### src/rtl/pixel_packer.sv
// pixel_packer: packs 24-bit RGB pixels into 32-bit AXI-Stream words through
// an 8-entry byte FIFO. Frame markers ride along per byte: SOF becomes tuser
// and EOL becomes tlast. Each EOL pads the stream out to a word boundary.
module pixel_packer #(
    parameter logic [7:0] PAD_VALUE = 8'h00
) (
    input  logic        clk,
    input  logic        rst,
    input  logic [23:0] in_pixel,
    input  logic        in_valid,
    output logic        in_ready,
    input  logic        in_sof,
    input  logic        in_eol,
    output logic [31:0] out_stream_tdata,
    output logic [3:0]  out_stream_tkeep,
    output logic        out_stream_tlast,
    output logic        out_stream_tuser,
    output logic        out_stream_tvalid,
    input  logic        out_stream_tready,
    output logic        err_misaligned
);

    localparam int unsigned DEPTH = 8;
    localparam int unsigned CW    = 4;
    localparam int unsigned IW    = 3;

    logic [7:0]       fdata  [DEPTH];
    logic [7:0]       n_data [DEPTH];
    logic [DEPTH-1:0] fkeep, fuser, flast;
    logic [DEPTH-1:0] n_keep, n_user, n_last;
    logic [CW-1:0]    count, n_count, pos, end_cnt;
    logic             n_err, n_tvalid, n_tlast, n_tuser;
    logic             pop, push;

    // Back-pressure: room for a full pixel plus padding, or a pop frees 4 bytes this cycle
    assign in_ready = (count <= CW'(5)) || out_stream_tready;
    assign pop      = out_stream_tvalid && out_stream_tready;
    assign push     = in_valid && in_ready;

    // The output word is always the bottom four FIFO entries
    assign out_stream_tdata = {fdata[3], fdata[2], fdata[1], fdata[0]};
    assign out_stream_tkeep = fkeep[3:0];

    // Next FIFO contents: shift out a word first, then append at the post-pop position
    always_comb begin
        n_data  = fdata;
        n_keep  = fkeep;
        n_user  = fuser;
        n_last  = flast;
        n_count = count;
        n_err   = err_misaligned;
        end_cnt = '0;

        if (pop) begin
            for (int i = 0; i < 4; i++) begin
                n_data[i] = fdata[i + 4];
                n_keep[i] = fkeep[i + 4];
                n_user[i] = fuser[i + 4];
                n_last[i] = flast[i + 4];
            end
            for (int i = 4; i < int'(DEPTH); i++) begin
                n_data[i] = 8'h00;
                n_keep[i] = 1'b0;
                n_user[i] = 1'b0;
                n_last[i] = 1'b0;
            end
            n_count = count - CW'(4);
        end

        pos = n_count;

        if (push) begin
            n_data[pos[IW-1:0]]           = in_pixel[7:0];
            n_keep[pos[IW-1:0]]           = 1'b1;
            n_user[pos[IW-1:0]]           = in_sof;
            n_last[pos[IW-1:0]]           = 1'b0;
            n_data[IW'(pos + CW'(1))]     = in_pixel[15:8];
            n_keep[IW'(pos + CW'(1))]     = 1'b1;
            n_user[IW'(pos + CW'(1))]     = 1'b0;
            n_last[IW'(pos + CW'(1))]     = 1'b0;
            n_data[IW'(pos + CW'(2))]     = in_pixel[23:16];
            n_keep[IW'(pos + CW'(2))]     = 1'b1;
            n_user[IW'(pos + CW'(2))]     = 1'b0;
            n_last[IW'(pos + CW'(2))]     = in_eol;

            end_cnt = pos + CW'(3);
            if (in_eol) begin
                end_cnt = (end_cnt + CW'(3)) & ~CW'(3);
            end

            // Padding bytes close the line's final word
            for (int j = 0; j < int'(DEPTH); j++) begin
                if ((CW'(j) >= pos + CW'(3)) && (CW'(j) < end_cnt)) begin
                    n_data[j] = PAD_VALUE;
                    n_keep[j] = 1'b0;
                    n_user[j] = 1'b0;
                    n_last[j] = 1'b0;
                end
            end

            n_count = end_cnt;
            if (in_sof && (pos[1:0] != 2'b00)) begin
                n_err = 1'b1;
            end
        end

        n_tvalid = (n_count >= CW'(4));
        n_tlast  = |n_last[3:0];
        n_tuser  = |n_user[3:0];
    end

    // FIFO state and registered stream flags
    always_ff @(posedge clk or posedge rst) begin
        if (rst) begin
            for (int i = 0; i < int'(DEPTH); i++) begin
                fdata[i] <= 8'h00;
            end
            fkeep             <= '0;
            fuser             <= '0;
            flast             <= '0;
            count             <= '0;
            err_misaligned    <= 1'b0;
            out_stream_tvalid <= 1'b0;
            out_stream_tlast  <= 1'b0;
            out_stream_tuser  <= 1'b0;
        end else begin
            fdata             <= n_data;
            fkeep             <= n_keep;
            fuser             <= n_user;
            flast             <= n_last;
            count             <= n_count;
            err_misaligned    <= n_err;
            out_stream_tvalid <= n_tvalid;
            out_stream_tlast  <= n_tlast;
            out_stream_tuser  <= n_tuser;
        end
    end

endmodule
### config.mk
export PLATFORM = sky130hd
export DESIGN_NAME = pixel_packer
export DESIGN_NICKNAME = d
export VERILOG_FILES = /design/src/rtl/pixel_packer.sv
export SDC_FILE = /design/constraint.sdc
export NUM_CORES = 1
export LEC_CHECK = 0
export CAP_MARGIN = 20
export CORE_MARGIN = 1
export CORE_UTILIZATION = 35
export CTS_BUF_LIST = sky130_fd_sc_hd__clkbuf_16
export DETAILED_ROUTE_END_ITERATION = 10
export GPL_TIMING_DRIVEN = 1
export SLEW_MARGIN = 20
export SYNTH_ARGS = -nofsm -noshare
export SYNTH_HDL_FRONTEND = slang
export SYNTH_SLANG_ARGS = --single-unit
### constraint.sdc
create_clock -name clk -period 8.05 [get_ports clk]
set_input_delay 1.2075 -clock clk [delete_from_list [all_inputs] [get_ports clk]]
set_output_delay 1.2075 -clock clk [all_outputs]
set_load 0.05 [all_outputs]
* Word-level counts from Yosys, hierarchy flattened *
Index checks and enable logic that the tools add are counted.
Widths: inputs -> output; s select.

storage, ports and cells
  register bits after elaboration = 96
  bits in latches = 0
  RAM bits = 0
  memory bits (read-only) = 0
  output and inout bits = 41
  logic and storage cells = 147
  memories = 0

cells by class
  $add $sub $neg = 5
  multipliers = 0
  divide/modulo/power cells = 0
  magnitude comparators = 30
  eq/ne operators = 0
  shift operators = 0
  muxes and demuxes = 61
  bitwise operators = 13
  reduce and logical (&&, ||, !) cells = 22

operators with widths
  cell                 count
  $bwmux 64            3
  $mux 8               17
  $mux 64              2
  $demux 8 s3          3
  $and 8x8->8          4
  $mux 1               27
  $not 8->8            3
  $or 8x8->8           3
  $logic_and 1x1->1    17
  $bwmux 8             2
  $ge 3x4->1 const A   4
  $lt 3x4->1 const A   4
  $mux 4               4
  $ge 4x4->1 const B   3
  $lt 3x4->1 const B   3
  $lt 4x1->1 const B   3
  $not 3->4            3
  $demux 1 s3          3
  $ge 3x1->1 const B   3
  $add 4x2->4 const B  2
  $ge 1x4->1 const A   2
  $ge 2x4->1 const A   2
  $lt 1x4->1 const A   2
  $lt 2x4->1 const A   2
  other kinds (9)      10

* Logic depth before layout (Yosys ltp) *
  word-level depth = 13
  depth in mapped cells = 12

* Least setup slack after synthesis *
No wires, ideal clock.

  path type = in2reg
  start point = in out_stream_tready
  end point = reg fdata (netlist bit out_stream_tdata[10])
  setup time = 0.140 ns
  arrival = 3.067 ns
  required time = 7.910 ns
  slack = 4.843 ns
  cell stages on the path = 9
  buffers on the path = 5
  cells stage by stage = buf_6 > a21oi_1 > o21ai_1 > and2_1 > buf_2 > buf_2 > buf_2 > buf_1 > o32ai_1

RTL lines
  item                  RTL line  text
  from (decl)           19        input logic out_stream_tready,
  to (signal assigned)  127       fdata <= n_data;
  to (decl)             27        logic [7:0] fdata [DEPTH];

* Worst setup path in the final report *
  start point = in out_stream_tready
  end point = out in_ready

on the way
  word-level cells in the longest chain between the ends = 1

RTL lines
  item              RTL line  text
  $logic_or 1x1->1  36        assign in_ready = (count <= CW'(5)) || out_stream_tready;
  to (decl)         11        output logic in_ready,

Every way passes these cells.

==> results.py <==
metrics = {
    "floorplan": {
        "rows": 51,
        "dieArea_sq_um": 20880,
        "fp.dieH_um": 144.5,
        "die_w_um": 144.5,
        "coreArea_sq_um": 19650,
        "ioPinCount": 71,
        "initial_utilization_pct": 36.17,
    },
    "setup_path": {
        "critPathRequiredTime_ps": 6840,
        "worstSetupStartpointType": "input port",
        "critPathCaptureType": "output port",
        "worstPathMaxFanout": 10,
        "worstSetupPathType": "input port to output port",
        "worstPathArrival_ps": 3130,
    },
    "power": {
        "power_density_nw_per_um2": 459.8,
        "sequentialPowerShare_pct": 22.3,
        "power_leakage_nw": 3.405,
        "internal-power_w": 0.001761,
        "clkPwrFrac_pct": 10.9,
        "irDropWorstVdd_uv": 170.0,
        "p_sw_w": 0.001887,
        "p_comb_share_pct": 66.7,
        "switching_share_pct": 51.73,
    },
    "detailed_routing": {
        "drtAntennaViolNets": 0,
        "routed_wl_um": 25600,
        "vias": 6720,
        "viasPerCell": 6.222,
        "drtIter0Drc": 701,
        "drc_errors": 0,
        "dr.pass1.iters": 6,
        "wl_per_cell_um": 23.70,
    },
    "cells_and_area": {
        "fin_cells": 1080,
        "layout-drive-gt1-share_pct": 8.221,
        "area_delta_synth_final_pct": 11.60,
        "multiInputGateArea_sq_um": 4090,
        "layout.nets": 849,
        "layout_common_cells": "dfrtp_1, nand2_1, nor2_1",
        "fill_cells": 2023,
        "final_common_cell": "dfrtp_1",
        "diodes": 0,
        "ff_latch_area_sq_um": 2402,
    },
    "timing": {
        "finalSetupTns_ps": 0,
        "hold_violations": 0,
        "worst_pin_slew_ps": 944.2,
        "fin_crit_sh_pct": 53.88,
        "fin_skew_ps": 8.992,
        "drv_slew": 0,
        "rsz0062_at_grt": "no",
        "min_period_ps": 4337,
        "setup_viol": 0,
        "fmax_mhz": 230.6,
        "relSlewSlack_pct": 36.86,
    },
    "clocking": {
        "clk_pin_slew_ps": 70,
        "post_cts.repair.setup_buffers": 0,
        "htree_levels": 3,
        "clk_latency_ps": 370,
        "cts_sinks": 96,
        "cts_buffers": 9,
        "cts_buffer_depth": 2,
        "cts_root_buf": "clkbuf_16",
        "cts_tree": "done",
        "cts_hold_buffers": 0,
        "cts_resized": 0,
    },
    "placement": {
        "dpl.hpwl_um": 16130,
        "placed_cells": 1066,
        "io_buffers": 70,
        "gp_congestion": 0.9047,
    },
    "grt": {
        "grt_max_degree": 91,
        "grt_pass1_vias": 6536,
        "grt_pass1_wl_um": 39550,
        "grt_overflow": 0,
        "grt_antenna_before_repair": 0,
        "grt_usage_pct": 25.60,
    },
    "synth": {
        "syn_area_sq_um": 7108,
        "yosys_warnings": 0,
        "ys_seq_area_share_pct": 33.80,
        "synth_edf_count": 0,
        "yosys-top-cells-area": "dfrtp_1, mux2i_1, o21ai_0",
        "synth_cells": 822,
        "synth_cell_types": 70,
        "synthesis.nets": 859,
        "yosysTopAreaCell": "dfrtp_1",
        "synth_top_area_share_pct": 33.80,
        "avgSynthCellArea_sq_um": 8.647,
        "yosys_register_bits": 96,
        "async_reset_ff_share_pct": 100.0,
        "synth_ff_type": "dfrtp_1",
    },
    "worst_hold_path": {
        "hold_class": "flop to flop",
    },
    "outcome": {
        "outcome": "finished clean",
    },
    "run": {
        "maxCapViolations": 0,
    },
}
[kinds of logic (layout without fill, tap and decap cells)]
group                    count (synthesis)  after routing  synth area share, %
adder cells (fa/ha/maj)                  7              7                1.232
AND/OR/NAND/NOR                        267            267                17.39
buffers and inverters                  120            113                8.784
multiplexers                            83             83                12.34
AO/OA/AOI/OAI                          242            242                24.82
flip-flops                              96             96                33.80
XOR/XNOR                                 7              7                1.637
[area by class of cell]
cell class	count	area share [%]
Multi-Input combinational cell	606	51.56
Timing Repair Buffer	83	10.11
Clock inverter	5	0.2366
Clock buffer	9	2.839
Sequential cell	96	30.28
Inverter	16	0.7886
Tap cell	265	4.180
[critical path, stage by stage]
cell and delay, ps:
clkdlybuf4s50_1 760, a21oi_1 80, o21ai_1 210, clkdlybuf4s50_1 870
[worst paths after layout]
| kind | startpoint | end | slack (ps) | cells after the start |
|---|---|---|---|---|
| min in group asynchronous | rst | out_stream_tuser | 1170 | 2 |
| min reg2reg | err_misaligned | err_misaligned | 480 | 1 |
| max | out_stream_tready | in_ready | 3710 | 4 |
| max reg2reg | flop | fdata[14] | 4060 | 7 |
| min | err_misaligned | err_misaligned | 480 | 1 |
| max in group asynchronous | rst | fdata[16] | 5850 | 3 |
[power by group through the flow]
stage               sequential [W]  combinational (W)  clock, W
floorplan                 0.000778            0.00188         0
global placement          0.000820            0.00237         0
detailed placement        0.000820            0.00239         0
CTS                       0.000814            0.00239  0.000403
global route              0.000835            0.00262  0.000418
finish                    0.000815            0.00243  0.000399
[flip-flops by register name, summed over array words and instances, names as in the netlist, named ones only]
name / flops
out_stream_tuser: 1
out_stream_tdata: 32
flast: 8
out_stream_tvalid: 1
fkeep: 8
fuser: 8
fdata: 32
err_misaligned: 1
out_stream_tlast: 1
count: 2
[through the flow]
step           hold slack, ps  worst slack (ps)  area, sq um  utilization (%)  power (W)
2_1_floorplan           461.8              4337         7108                -   0.002660
3_3_place_gp            469.7              3485         7679            39.07   0.003187
3_5_place_dp            464.6              3450         7679            39.07   0.003205
4_1_cts                 485.0              3717         7923            40.31   0.003610
5_1_grt                 518.9              3578         7933            40.36   0.003873
6_report                480.1              3713         7933            40.36   0.003648
[metal layers]
layer  global-route usage (%)  vias up  wire [um]
met3                    4.669       54       1998
li1                         -     3000          -
met2                    39.75      366      11680
met5                        0        -          0
met4                    10.25        0        747
met1                    34.94     3300      11180
[synthesized netlist by cell type, types with 12 or more instances]
| master | number |
|---|---|
| nor3_1 | 32 |
| a21oi_1 | 12 |
| buf_4 | 38 |
| nand3_1 | 33 |
| mux2_2 | 27 |
| clkbuf_1 | 38 |
| nand2_1 | 81 |
| mux2i_1 | 55 |
| o31ai_1 | 12 |
| o22ai_1 | 12 |
| o21ai_0 | 63 |
| inv_1 | 14 |
| buf_2 | 19 |
| o211ai_1 | 26 |
| nor2_1 | 78 |
| a22oi_1 | 12 |
| dfrtp_1 | 96 |
| a311oi_1 | 23 |
| and2_1 | 13 |
(Power assumes the default switching activity.)
